--- config.mk ---
export PLATFORM = sky130hd
export DESIGN_NAME = bounce_seq_ctrl
export DESIGN_NICKNAME = d
export VERILOG_FILES = /design/src/rtl/bounce_pkg.sv /design/src/rtl/bounce_dp.sv /design/src/rtl/bounce_seq_ctrl.sv
export SDC_FILE = /design/constraint.sdc
export NUM_CORES = 1
export LEC_CHECK = 0
export CORE_MARGIN = 5
export CORE_UTILIZATION = 23
export DETAILED_ROUTE_END_ITERATION = 12
export HOLD_SLACK_MARGIN = 0.12
export PLACE_DENSITY = 0.48
export SETUP_SLACK_MARGIN = 0.4
export SLEW_MARGIN = 15
export SYNTH_ARGS = -nofsm -noshare
export SYNTH_HDL_FRONTEND = slang
export SYNTH_SLANG_ARGS = --single-unit
--- constraint.sdc ---
create_clock -name clk -period 4.34 [get_ports clk]
set_input_delay 0.651 -clock clk [delete_from_list [all_inputs] [get_ports clk]]
set_output_delay 0.651 -clock clk [all_outputs]
set_load 0.005 [all_outputs]
--- src/rtl/bounce_pkg.sv ---
// Shared types for the bounce sequencer and its counter datapath.
// FSM states, datapath commands and default widths live here.
package bounce_pkg;

    localparam int DEF_WIDTH   = 4;
    localparam int DEF_SWEEP_W = 8;

    typedef enum logic [1:0] {
        IDLE = 2'd0,
        UP   = 2'd1,
        DOWN = 2'd2
    } state_t;

    typedef enum logic [1:0] {
        HOLD = 2'd0,
        LOAD = 2'd1,
        INC  = 2'd2,
        DEC  = 2'd3
    } cmd_t;

endpackage

--- src/rtl/bounce_dp.sv ---
// Counter datapath: a WIDTH-bit register stepped by a command.
// Range limiting is the sequencer's job; this block never compares.
module bounce_dp
    import bounce_pkg::*;
#(
    parameter int WIDTH = DEF_WIDTH
) (
    input  logic             clk,
    input  logic             rst,
    input  cmd_t             cmd,
    input  logic [WIDTH-1:0] d,
    output logic [WIDTH-1:0] q
);

    always_ff @(posedge clk or posedge rst) begin
        if (rst) begin
            q <= '0;
        end else begin
            unique case (cmd)
                LOAD:    q <= d;
                INC:     q <= q + WIDTH'(1);
                DEC:     q <= q - WIDTH'(1);
                default: q <= q;
            endcase
        end
    end

endmodule

--- src/rtl/bounce_seq_ctrl.sv ---
// Bounded bounce sequencer: sweeps Lo->Hi->Lo a programmed number of
// times, with endpoint repeat, pause, abort and config-error reporting.
module bounce_seq_ctrl
    import bounce_pkg::*;
#(
    parameter int WIDTH   = DEF_WIDTH,
    parameter int SWEEP_W = DEF_SWEEP_W
) (
    input  logic               clk,
    input  logic               rst,
    input  logic               start,
    input  logic               stop,
    input  logic               pause,
    input  logic [WIDTH-1:0]   lo,
    input  logic [WIDTH-1:0]   hi,
    input  logic [SWEEP_W-1:0] sweeps,
    output logic [WIDTH-1:0]   out,
    output logic               dir,
    output logic               busy,
    output logic               done,
    output logic               cfg_err
);

    state_t               state;
    state_t               state_n;
    cmd_t                 cmd;
    logic [WIDTH-1:0]     lo_l;
    logic [WIDTH-1:0]     hi_l;
    logic [SWEEP_W-1:0]   sweeps_l;
    logic [SWEEP_W-1:0]   cnt;
    logic [SWEEP_W-1:0]   cnt_n;
    logic                 latch;
    logic                 done_n;
    logic                 err_n;

    bounce_dp #(
        .WIDTH (WIDTH)
    ) u_dp (
        .clk (clk),
        .rst (rst),
        .cmd (cmd),
        .d   (lo),
        .q   (out)
    );

    // Endpoints are compared before stepping, so the counter cannot wrap.
    always_comb begin
        state_n = state;
        cmd     = HOLD;
        cnt_n   = cnt;
        latch   = 1'b0;
        done_n  = 1'b0;
        err_n   = 1'b0;
        if (stop) begin
            state_n = IDLE;
        end else begin
            unique case (state)
                IDLE: begin
                    if (start) begin
                        if (lo > hi) begin
                            err_n = 1'b1;
                        end else begin
                            latch   = 1'b1;
                            cmd     = LOAD;
                            cnt_n   = '0;
                            state_n = UP;
                        end
                    end
                end
                UP: begin
                    if (!pause) begin
                        if (out == hi_l) begin
                            state_n = DOWN;
                        end else begin
                            cmd = INC;
                        end
                    end
                end
                DOWN: begin
                    if (!pause) begin
                        if (out == lo_l) begin
                            cnt_n = cnt + SWEEP_W'(1);
                            if (sweeps_l != '0 && cnt_n == sweeps_l) begin
                                state_n = IDLE;
                                done_n  = 1'b1;
                            end else begin
                                state_n = UP;
                            end
                        end else begin
                            cmd = DEC;
                        end
                    end
                end
                default: state_n = IDLE;
            endcase
        end
    end

    always_ff @(posedge clk or posedge rst) begin
        if (rst) begin
            state    <= IDLE;
            lo_l     <= '0;
            hi_l     <= '0;
            sweeps_l <= '0;
            cnt      <= '0;
            dir      <= 1'b0;
            busy     <= 1'b0;
            done     <= 1'b0;
            cfg_err  <= 1'b0;
        end else begin
            state   <= state_n;
            cnt     <= cnt_n;
            dir     <= (state_n == DOWN);
            busy    <= (state_n != IDLE);
            done    <= done_n;
            cfg_err <= err_n;
            if (latch) begin
                lo_l     <= lo;
                hi_l     <= hi;
                sweeps_l <= sweeps;
            end
        end
    end

endmodule

==> metrics.txt <==
type of the worst setup path=primary input to register; vias post-DR=~1.7k; Worst path max stage delay=between 500 and 600 ps; yosys warns=0; Net Count, Synth=approximately 260; Final Skew=between 10 and 15 ps; Synth area leaders=dfrtp_1 (42%), nand2_1 (10%), xnor2_1 (5.7%); TritonRoute pass-1 iters=4; sequential power share=a little over two fifths; R2R depth=10; finished layout cell area=2500 um2; area grow syn2layout=24.1%; Port Buffers=28; GRT Util Overall=between 10% and 20%; Yosys reg bits=34; post-synth top area cell=dfrtp_1; die height=104 um; WL final=just over 5000 um; switching share of power=about a third; Hold Path Depth=2; Cell Count, Final, Fillers Out=around 360; outcome=finished, final reports clean; H-tree depth=2; CP Data Required Time=between 4000 and 5000 ps; final core utilization=28.9%; top_reg_cell synth=dfrtp_1; CTS Sinks=34; Worst Setup End Kind=register; I/O pin count=29; post-synthesis mux area share=under 10%; Die Width=104 um; Placeable Area=8640 um2; worst slew pin tran=~690 ps; Max Transition Viols Final=0; Gate Count Post-Synth=between 200 and 250; setup_tns=0 ps; routed vias/inst=between 4 and 5; most common library cells after synthesis=nand2_1 (54), dfrtp_1 (34), o21ai_0 (16); Worst Path Max Fanout=6; Avg Inst Size Synth=8.82 um2; Resized Gates After CTS=0; XOR/XNOR share of the synthesized area=a little under 8%; combinational power share=about 30%; top cell type's share of synthesized area=42.3%; Power Density=441 nW/um2; worst path cell trace=clkdlybuf4s50_1, a211o_1, inv_1, nand3_1, inv_1, ha_1, a21o_1, a21oi_1, o21ai_0, a211o_1, o221a_2; DP Cell Count=about 360; DR WL/cell=roughly 14 um; leak pwr=~1.1 nW; largest family of logic cells by synthesized area=simple AND/OR/NAND/NOR gates; Placed Area=2380 um2; worst endpoint data arrival time=~3200 ps; register area share after synthesis=a little over two fifths; clk slew on worst S/H paths=80 ps; Critical Path Start Type=primary input; Die ar.=~11,000 um2; antenna violations before repair=0; Slew HR=approximately 54%; remaining global-route overflow=0; Starting Density=approximately a quarter; largest net degree at the start of global routing=35; Max Buffers Root-to-Sink=2; ys async rst share=100%; # hold bufs at CTS=0; P_int=between 0.0007 and 0.0008 W; WHS=505 ps; post-CTS setup buffers=0; Root Driver=clkbuf_8; Worst path slowest cell=clkdlybuf4s50_1; CTS tree=built; Tcrit/Tclk final=between 60 and 70%; # DRC=0; Nets=283; Hold Vio Cnt, Final=0; unrepaired setup endpoints after global routing=no; Synth Area in Compound Gates=about 16%; layout cells sized above 1=under 10%; routability cong.=between 0.7 and 0.8; drt initial violations=between 50 and 60; number of max-cap violations=0; Clk pwr share=27.7%; count of unique library cells instantiated by Yosys=45; HPWL Detailed=3780 um; Clk Latency, worst-skew pair=~300 ps; Max Clk Rate=about 340 MHz; Post-synth EDFFs=0; number of global-route vias before repair=between 1.5k and 2k; first-pass GRT wire length=about 8800 um; Post-Synthesis Cell Area=about 2000 um2; cell with the most instances after synthesis=nand2_1; Site Rows=34; antenna-violating nets left=0; peak supply drop=approximately 120 uV; Final setup viols=0; Synth Area in Simple Gates=between 20 and 25%; fin crit period=around 3000 ps; diode count=0; sw power=0.000375 W; CTS Buf Count=5; area share of fa/ha/maj cells after synthesis=slightly below 6%; worst min-delay path class=register to register
==> placed cells by master (no fill, tap or decap), drive strengths merged, types with 7 or more instances in the layout <==
cell           synthesis  layout
nand2                 54      54
dfrtp                 34      34
clkdlybuf4s50          0      28
o21ai                 16      16
xnor2                 13      13
a21oi                 12      12
inv                   11      11
nand3                  8       8
nor2                   7       7
ha                     7       7
==> critical path, delay by kind of cell <==
| family | cells | cell delay, ps |
|---|---|---|
| buffers and inverters | 3 | 720 |
| AND/OR/NAND/NOR | 1 | 130 |
| AO/OA/AOI/OAI | 6 | 1440 |
| adder cells (fa/ha/maj) | 1 | 230 |
==> logic make-up (layout without fill, tap and decap cells) <==
logic type | after synthesis | count (layout)
xor gates and xnor gates | 18 | 18
buffers and inverters | 21 | 48
DFF | 34 | 34
muxes | 3 | 3
adders and majority gates | 9 | 9
AOI/OAI and AO/OA | 49 | 49
and+or+nand+nor | 94 | 94
==> path summary, 6_finish.rpt <==
path	start	slack, ps	to
min in group asynchronous	rst	750	hi_l[3]
worst max-delay path	stop	1370	u_dp.q[3]
worst min register to register	lo_l[3]	500	lo_l[3]
worst min-delay path	lo_l[3]	500	lo_l[3]
max in group asynchronous	rst	3250	cfg_err
worst max register to register	u_dp.q[3]	1650	u_dp.q[3]
==> metrics by stage <==
step	setup WS (ps)	total power, W
finish	1370	0.00110
detailed placement	1080	0.000806
floorplan	1910	0.000685
global route	1260	0.00118
CTS	1390	0.00112
global placement	1050	0.000805
==> final cells by class <==
class,count,area [um2]
Clock inverter,3,45.0
Fill cell,929,6140
Clock buffer,5,68.8
Inverter,11,41.3
Tap cell,108,135
Timing Repair Buffer,29,288
Sequential cell,34,851
Multi-Input combinational cell,173,1070
==> power groups by stage <==
stage / sequential (W) / clock (W) / combinational [W]
3_3_place_gp: 0.000475 / 0 / 0.000330
3_5_place_dp: 0.000474 / 0 / 0.000331
4_1_cts: 0.000469 / 0.000316 / 0.000333
5_1_grt: 0.000482 / 0.000330 / 0.000370
2_1_floorplan: 0.000442 / 0 / 0.000243
6_report: 0.000468 / 0.000305 / 0.000328
==> layer usage <==
| layer | vias up | share of wire (%) | track usage [%] |
|---|---|---|---|
| met5 | - | 0 | 0 |
| met2 | 33 | 44 | 14.5 |
| met3 | 8 | 3.3 | 2.49 |
| met1 | 807 | 51 | 14.2 |
| met4 | 0 | 1.8 | 4.12 |
| li1 | 845 | - | - |
==> state kept, by name, summed over array words and instances, names as in the netlist, 2 cells and up <==
signal / count
cnt: 8
sweeps_l: 8
hi_l: 4
lo_l: 4
u_dp.q: 4
state: 2
Note: power is estimated with default switching activity, not from simulation.
